$ cat src/rtl/universal_shift_register.sv
// WIDTH-bit universal shift register with per-cycle hold/load/shift/rotate modes
// and an autonomous burst sequencer that repeats one shift/rotate op count times.
module universal_shift_register #(
  parameter int                 WIDTH       = 8,
  parameter logic [WIDTH-1:0]   RESET_VALUE = '0,
  parameter int                 CNT_W       = 4
) (
  input  logic              clk,
  input  logic              rst_n,
  input  logic [2:0]        mode,
  input  logic [WIDTH-1:0]  load_data,
  input  logic              ser_in,
  input  logic              start,
  input  logic [CNT_W-1:0]  count,
  output logic [WIDTH-1:0]  q,
  output logic              ser_out_msb,
  output logic              ser_out_lsb,
  output logic              busy,
  output logic              done
);

  localparam logic [2:0] M_LOAD = 3'b001;
  localparam logic [2:0] M_SHL  = 3'b010;
  localparam logic [2:0] M_SHR  = 3'b011;
  localparam logic [2:0] M_ROTL = 3'b100;
  localparam logic [2:0] M_ROTR = 3'b101;

  typedef enum logic {
    IDLE = 1'b0,
    BUSY = 1'b1
  } state_t;

  state_t             state_q;
  logic [WIDTH-1:0]   data_q;
  logic [WIDTH-1:0]   data_d;
  logic [2:0]         op_q;
  logic [CNT_W-1:0]   rem_q;
  logic               busy_q;
  logic               done_q;
  logic               burst_req;

  function automatic logic [WIDTH-1:0] apply_op(
    input logic [2:0]       op,
    input logic [WIDTH-1:0] cur,
    input logic [WIDTH-1:0] ld,
    input logic             sin
  );
    logic [WIDTH-1:0] res;
    case (op)
      M_LOAD:  res = ld;
      M_SHL:   res = {cur[WIDTH-2:0], sin};
      M_SHR:   res = {sin, cur[WIDTH-1:1]};
      M_ROTL:  res = {cur[WIDTH-2:0], cur[WIDTH-1]};
      M_ROTR:  res = {cur[0], cur[WIDTH-1:1]};
      default: res = cur;
    endcase
    return res;
  endfunction

  function automatic logic is_burst_op(input logic [2:0] m);
    return (m == M_SHL) || (m == M_SHR) || (m == M_ROTL) || (m == M_ROTR);
  endfunction

  assign burst_req = start && is_burst_op(mode);

  // The start edge of a burst only latches the op; the register is left untouched.
  always_comb begin
    data_d = data_q;
    if (state_q == BUSY) begin
      data_d = apply_op(op_q, data_q, load_data, ser_in);
    end else if (!burst_req) begin
      data_d = apply_op(mode, data_q, load_data, ser_in);
    end
  end

  always_ff @(posedge clk) begin
    if (!rst_n) begin
      state_q <= IDLE;
      data_q  <= RESET_VALUE;
      op_q    <= 3'b000;
      rem_q   <= '0;
      busy_q  <= 1'b0;
      done_q  <= 1'b0;
    end else begin
      data_q <= data_d;
      done_q <= 1'b0;
      case (state_q)
        IDLE: begin
          if (burst_req) begin
            op_q  <= mode;
            rem_q <= count;
            if (count != '0) begin
              busy_q  <= 1'b1;
              state_q <= BUSY;
            end else begin
              done_q <= 1'b1;
            end
          end
        end
        BUSY: begin
          rem_q <= rem_q - CNT_W'(1);
          if (rem_q == CNT_W'(1)) begin
            busy_q  <= 1'b0;
            done_q  <= 1'b1;
            state_q <= IDLE;
          end
        end
        default: state_q <= IDLE;
      endcase
    end
  end

  assign q           = data_q;
  assign ser_out_msb = data_q[WIDTH-1];
  assign ser_out_lsb = data_q[0];
  assign busy        = busy_q;
  assign done        = done_q;

endmodule
$ cat config.mk
export PLATFORM = sky130hd
export DESIGN_NAME = universal_shift_register
export DESIGN_NICKNAME = d
export VERILOG_FILES = /design/src/rtl/universal_shift_register.sv
export SDC_FILE = /design/constraint.sdc
export NUM_CORES = 1
export LEC_CHECK = 0
export CORE_MARGIN = 4
export CORE_UTILIZATION = 49
export CTS_CLUSTER_SIZE = 10
export DETAILED_ROUTE_END_ITERATION = 16
export PLACE_DENSITY_LB_ADDON = 0.08
export SYNTH_ARGS = -nofsm -noshare
export SYNTH_HDL_FRONTEND = slang
export SYNTH_SLANG_ARGS = --single-unit
$ cat constraint.sdc
create_clock -name clk -period 1.6 [get_ports clk]
set_input_delay 0.4 -clock clk [delete_from_list [all_inputs] [get_ports clk]]
set_output_delay 0.4 -clock clk [all_outputs]
set_load 0.02 [all_outputs]
# Yosys cells after proc, flatten, opt, wreduce, memory -nomap -nowiden
# Index checks and enable logic that the tools add are counted.
[totals]
register_bits = 18
elab_cells = 51
[op_classes]
reduce_logical = 9
eq_ne = 16
addsub = 1
n_bitwise = 1
n_mux = 18
[op_table]
columns = ["operator", "n"]
rows = [
  ["$pmux W8 S5", 2],
  ["$mux W8", 2],
  ["$eq A3 B2 Y1 const B", 4],
  ["$eq A3 B3 Y1 const B", 4],
  ["$mux W1", 9],
  ["$pmux W4 S2", 1],
  ["$eq A3 B1 Y1 const B", 2],
  ["$ne A2 B2 Y1 const B", 3],
  ["$ne A6 B1 Y1 const B", 1],
  ["$pmux W1 S2", 3],
  ["$reduce_and A3 Y1", 2],
  ["$reduce_bool A6 Y1", 1],
  ["$eq A4 B1 Y1 const B", 1],
  ["$mux W4", 1],
  ["$reduce_bool A4 Y1", 1],
  ["$sub A4 B1 Y4 const B", 1],
  ["$logic_or A1 B1 Y1", 3],
  ["$ne A2 B1 Y1 const B", 1],
  ["$reduce_and A2 Y1", 1],
  ["$logic_and A1 B1 Y1", 1],
  ["$not A1 Y1", 1],
]

# Logic depth before layout (Yosys ltp)
# Gate-level depths: netlist of run 1.
[depth]
ltp_word = 7
mapped_depth = 6

# Least setup slack after synthesis of run 1
# Ideal clock, no wire load.
[synth_timing]
kind = "register to register"
start = "register op_q[1]"
end = "register data_q[1], in the netlist q[1]"
n_path_buf = 1
t_required_ns = 1.475
setup_time_ns = 0.125
slack_ns = 0.202
arrival_ns = 1.273
path_stages_with_launch = 6
period_less_slack_ns = 1.398
path_cell_list = "dfxtp_1 xor2_1 clkbuf_1 nand2_1 o211ai_1 a31oi_1"
[synth_via]
elab_chain_len = 3
[synth_rtl]
columns = ["element", "line_no", "rtl"]
rows = [
  ["start: declaration", "36", "logic [2:0] op_q;"],
  ["start signal: assignment", "90", "op_q <= mode;"],
  ["$eq A3 B3 Y1 (tied with other cells)", "49", "case (op)"],
  ["$ne A6 B1 Y1 (no source line) / $pmux W8 S5 (equally long branches)", "--", ""],
  ["$reduce_and A3 Y1 (no source line) / $mux W8 (equally long branches)", "--", ""],
  ["end signal: assignment", "85", "data_q <= data_d;"],
  ["end: declaration", "34", "logic [WIDTH-1:0] data_q;"],
]
# Several ways; a longest one is shown, not always the timed one.
# A chain may end at the register's enable or synchronous reset.

# Worst setup path after layout of run 1
[layout_timing]
start = "input port mode[1]"
end = "register rem_q[1]"
[layout_via]
elab_chain_len = 6
[layout_rtl]
columns = ["element", "line_no", "rtl"]
rows = [
  ["start: declaration", "10", "input logic [2:0] mode,"],
  ["$eq A3 B2 Y1", "61", "return (m == M_SHL) || (m == M_SHR) || (m == M_ROTL) || (m == M_ROTR);"],
  ["$logic_or A1 B1 Y1 (2 in series)", "61", ""],
  ["$logic_or A1 B1 Y1 (*)", "61", ""],
  ["$logic_and A1 B1 Y1 (*)", "64", "assign burst_req = start && is_burst_op(mode);"],
  ["$ne A2 B2 Y1 (no source line) (*)", "--", ""],
  ["end signal: assignment", "91", "rem_q <= count;"],
  ["end signal: assignment", "101", "rem_q <= rem_q - CNT_W'(1);"],
  ["end: declaration", "37", "logic [CNT_W-1:0] rem_q;"],
]
# Mark *: on every way between the ends. The rest lies on a longest branch, timed or not.

==> results of run 1 <==
layout make-up:
class / count / area (um^2)
multi-input cells: 122 / 870
flip-flops and latches: 18 / 360
fillers: 205 / 651
clock buffers: 4 / 36.3
inverters: 2 / 7.51
well taps: 30 / 37.5
repair buffers: 58 / 538
metal layers:
layer  track usage [%]  part of all wire (%)
met1              25.4                    44
met2              37.3                    51
met3              2.61                   4.5
met4              3.56                  0.25
met5                 0                     0
tightest hold or removal path: stages (launching register included):
cell and delay (ns):
dfxtp_1 0.33, nand2_1 0.07, a21boi_2 0.05
repair_timing:
| item | in CTS | in global routing |
|---|---|---|
| gates resized for setup | 17 | 5 |
| setup buffers | 1 | 0 |
| endpoints found under the setup margin | 30 | 8 |
| endpoints found under the hold margin | 0 | 0 |
| pin swaps | 3 | 2 |
| cloned | 0 | 1 |
cells by family after synthesis:
family | after synthesis
AOI/OAI and AO/OA | 53
and+or+nand+nor | 49
DFF | 18
muxes | 15
buffers and inverters | 14
xor gates and xnor gates | 3
adders and majority gates | 2
state kept, by name, indices dropped and copies added, names as in the netlist:
register / count
busy: 1
op_q: 3
done: 1
state_q: 1
q: 8
rem_q: 4
where the power goes:
part / switching [mW] / total (mW) / internal (mW)
logic: 0.346 / 0.691 / 0.344
registers: 0.0376 / 0.540 / 0.503
clock network: 0.152 / 0.291 / 0.138
total: 0.536 / 1.52 / 0.986
final timing paths:
| check | startpoint | slack [ns] | to | cells past startpoint |
|---|---|---|---|---|
| hold reg to reg | busy | 0.48 | busy | 2 |
| hold / removal | busy | 0.48 | busy | 2 |
| setup / recovery | mode[1] | 0.06 | rem_q[1] | 6 |
| setup reg to reg | op_q[2] | 0.09 | q[0] | 6 |
layout by cell type (no fill, tap or decap), types with 2 or more instances in the layout:
cell type        count
a211o_1              6
o22ai_1              4
ha_1                 2
a21boi_2             2
nand2b_1             2
dfxtp_1             18
mux2i_1             14
dlygate4sd2_1       13
buf_6                3
a31oi_1              6
o21ai_1              3
nor2b_1              2
nand2_1             14
xor2_1               2
buf_4               23
clkbuf_4             3
nor2_1              14
nand3_1              3
clkdlybuf4s50_1     15
a21boi_0             2
o211ai_1             8
nand3b_1             4
inv_1                2
o21ai_0              9
a21oi_1              4
==> impl_results.md, run 1 <==
* Outcome: finished, final reports clean
* Placement Setup Slack at -0.495 ns
* Layout Cell Area excl Fill at 1850 um^2
* Antenna violations before repair at 0
* Period minus WS final at 1.54 ns
* DR DRC count at 0
* Die area at 3510 um^2
* Distinct cells, synth at 45
* Max clock buf depth at 2
* Multiplexer share of the synthesized area at 12.0%
* Layout Cells excl Fill at 234
* Synth top area share at 28.0%
* Synth async-reset ratio at 0%
* Critical Path Fanout Max at 6
* DR iter-0 viols at 47
* WL per Instance at 15.2 um
* Clock sink total at 18
* Total Neg Setup Slack at 0 ns
* Synth warn at 0
* Vias/cell at 5.77
* Post-synthesis compound-gate area fraction at 29.1%
* Post-Synth Simple-Gate Area at 19.9%
* Post-layout util at 74.0%
* Pwr dens at 823 nW/um^2
* Max-cap violations at 0
* Core area at 2500 um^2
* Cts bufs inserted at 3
* Critical path's top delay family: buffers and inverters
* CP Capture Type: register
* DRT Pass-1 Iters at 4
* Clk_skew at 0.00105 ns
* IO Count at 31
* Top_reg_cell synth: dfxtp_1
* First-pass GRT wire length at 5620 um
* Slew HR at 71.9%
* Final hold vios at 0
* CP Data Required Time at 1.80 ns
* Placed inst area at 1770 um^2
* Maximum vdd ir drop at 0.490 mV
* Final Cycle Share at 96.2%
* Worst-path clk slew at 0.11 ns
* Synth Instances at 154
* Syn_area_per_cell at 8.37 um^2
* Critical Path Source Type: input port
* Top cells by count, synth: dfxtp_1 (18), mux2i_1 (14), nand2_1 (14), nor2_1 (14), o21ai_0 (10)
* CP Class: input port to register
* Hpwl dp at 2440 um
* Largest net degree at the start of global routing at 24
* Top cells by area, synth: dfxtp_1 (28%), mux2i_1 (11%), o211ai_1 (4.7%)
* Adder and majority cell fraction of the synthesized area at 1.94%
* I/O Buffers at 30
* Die W at 59.3 um
* Most numerous cell in the Yosys netlist: dfxtp_1
* Xor-xnor portion of the synthesized cell area at 3.50%
* Total wire length at 3570 um
* Worst hold path type: register to register
* Vias in the first global route at 1308
* Number of nets with antenna violations after routing at 0
* CTS tree: built
* Initial Utilization at 51.6%
* Clk_lat worst skew at 0.29 ns
* Main combinational cell family by area after synthesis: compound AO/OA/AOI/OAI gates
* Crit path buffers/inverters at 2
* # diodes at 0
* Cts hold-fix bufs at 0
* Mapped Nets at 175
* Worst Setup Slack, final at 0.0616 ns
* Placed Cells at 228
* Hold Slack at 0.483 ns
* Row cnt at 18
* Cell chain of the critical path: dlygate4sd2_1 -> buf_6 -> xor2_4 -> nand2_4 -> mux2_4 -> o211a_1
* Worst-Margin Slew at 0.417 ns
* H-tree lvl count at 1
* Gpl congestion at 0.800
* Leak at 0.802 nW
* Via count at 1351
* Tot Pwr at 1.52 mW
* Cell taking the most area after synthesis: dfxtp_1
* Final net count at 226
* F_max at 650 MHz
* Remaining global-route overflow at 0
* Seq/Total Area, Yosys at 28.0%
* Crit-path slowest cell: mux2_4
* Synthesized area at 1290 um^2
* Chip height at 59.3 um
* Post-synthesis register bit count at 18
* WP data arrival at 1.74 ns
* All-Layer GR Usage at 20.4%
* Worst path max stage delay at 0.31 ns
* Number of synthesized flops with an enable pin at 0
* Area grow syn2layout at 43.5%
* Slew Viols, Final at 0
* Layout cell share with drive strength beyond 1 at 20.6%
* Root Driver: clkbuf_4
* Final setup vio count at 0
(Power assumes the default switching activity.)
==> run 2, diff against run 1 <==
- CORE_ASPECT_RATIO: default -> 2
- CORE_MARGIN: 4 -> 2
==> run 2 against run 1 <==
Net effect:
- setup slack worse by 0.020 ns
- first-iteration DRC count down 32%
- highest routed layer unchanged
- clock skew up 0.0078 ns
- total power up 2.3%
- sequential power up 1%
- hold slack worse by 0.0093 ns
==> impl_results.md, run 2 (synthesis gave the netlist of run 1 again) <==
* Hpwl dp at 2710 um
* Worst-Margin Slew at 0.269 ns
* Clk_lat worst skew at 0.26 ns
* Period minus WS final at 1.56 ns
* Post-layout util at 73.5%
* Final setup vio count at 0
* Chip height at 76.5 um
* # diodes at 0
* DRT Pass-1 Iters at 4
* Initial Utilization at 50.8%
* Cell chain of the critical path: dlygate4sd2_1 -> buf_6 -> xor2_4 -> buf_6 -> o21ai_0 -> a21oi_1 -> a21oi_1 -> o22ai_1
* Slew HR at 81.9%
* Final net count at 226
* Vias/cell at 6.15
* Worst path max stage delay at 0.28 ns
* Vias in the first global route at 1441
* Remaining global-route overflow at 0
* Area grow syn2layout at 44.8%
* Final Cycle Share at 97.4%
* CP Capture Type: register
* Cts bufs inserted at 3
* I/O Buffers at 30
* Worst Setup Slack, final at 0.0415 ns
* Critical Path Fanout Max at 9
* DR DRC count at 0
* WL per Instance at 16.2 um
* Root Driver: clkbuf_8
* Die area at 3080 um^2
* Die W at 40.3 um
* H-tree lvl count at 1
* Max-cap violations at 0
* Tot Pwr at 1.56 mW
* F_max at 642 MHz
* Maximum vdd ir drop at 0.653 mV
* Clock sink total at 18
* Worst hold path type: register to register
* DR iter-0 viols at 32
* Most common cell after layout, fill and taps aside: buf_4
* Leak at 0.856 nW
* Antenna violations before repair at 0
* Cts hold-fix bufs at 0
* All-Layer GR Usage at 26.9%
* Pwr dens at 834 nW/um^2
* Reg2reg path depth at 6
* Gpl congestion at 0.884
* Placed Cells at 226
* Via count at 1421
* Core area at 2540 um^2
* Largest net degree at the start of global routing at 21
* IO Count at 31
* Layout cell share with drive strength beyond 1 at 21.7%
* CTS tree: built
* Slew Viols, Final at 0
* Total Neg Setup Slack at 0 ns
* Crit-path slowest cell: xor2_4
* Number of flip-flops in the largest register at 8
* Placement Setup Slack at -0.464 ns
* Max clock buf depth at 2
* Clk_skew at 0.00886 ns
* Layout Cells excl Fill at 231
* Outcome: finished, final reports clean
* Hold depth at 2
* CP Class: input port to register
* Critical Path Source Type: input port
* CP Data Required Time at 1.77 ns
* Row cnt at 26
* WP data arrival at 1.73 ns
* Worst-path clk slew at 0.07 ns
* Total wire length at 3740 um
* Most frequent cells in the layout: buf_4 (21), dfxtp_1 (18)
* Final hold vios at 0
* First-pass GRT wire length at 6090 um
* Number of nets with antenna violations after routing at 0
[run 2: changes by cell type in the layout (fill, tap and decap cells not counted), moves of 2 or more]
| cell | delta |
|---|---|
| buf_4 | -2 |
| buf_6 | +2 |
| clkbuf_8 | +2 |
| dlygate4sd2_1 | -4 |
| dlymetal6s2s_1 | +5 |
| clkbuf_4 | -3 |
[run 2: layout make-up]
cell class | count | area [um^2]
clock buffer | 3 | 41.3
fill | 205 | 672
inverter | 2 | 7.51
multi-input combinational | 122 | 883
sequential | 18 | 360
tap | 28 | 35.0
timing repair buffer | 58 | 538
[run 2: timing repair]
action | 4_1_cts | 5_1_grt
setup endpoints to repair | 25 | 19
resized for setup | 17 | 12
buffers inserted | 1 | 0
endpoints found under the hold margin | 0 | 0
cloned | 0 | 1
pin swaps | 3 | 3
[run 2: critical path, delay by kind of cell]
kind / cells / cell delay, ns
buffers and inverters: 3 / 0.56
XOR/XNOR: 1 / 0.28
AO/OA/AOI/OAI: 4 / 0.49
[run 2: worst paths after layout]
| kind | start | end | slack [ns] |
|---|---|---|---|
| setup / recovery | mode[1] | q[7] | 0.04 |
| hold / removal | busy | busy | 0.47 |
| setup reg to reg | op_q[2] | q[7] | 0.11 |
| hold reg to reg | busy | busy | 0.47 |
[run 2: routing by layer]
layer | routed length [um] | vias up | track usage (%) | share of wire [%]
li1 | - | 671 | - | -
met2 | 2130 | 33 | 49.8 | 57
met4 | 76 | 0 | 10.3 | 2.0
met1 | 1410 | 708 | 27.1 | 38
met5 | 0 | - | 0 | 0
met3 | 124 | 9 | 3.21 | 3.3
[run 2: through the flow]
stage,area (um^2),hold WS (ns)
floorplan,1290,0.486
global placement,1770,0.454
detailed placement,1770,0.470
CTS,1830,0.480
global route,1870,0.495
finish,1870,0.473
[run 2: where the power goes]
part / switching [mW] / internal [mW] / leakage (nW) / total, mW
combinational: 0.348 / 0.337 / 0.686 / 0.685
clock: 0.156 / 0.167 / 0.0216 / 0.323
sequential: 0.0445 / 0.503 / 0.148 / 0.548
==> run 3, diff against run 2 <==
- CTS_CLUSTER_SIZE: 10 -> default
==> results of run 3 <==
Same layout as run 2: the final DEF is identical, and so are final timing and power.
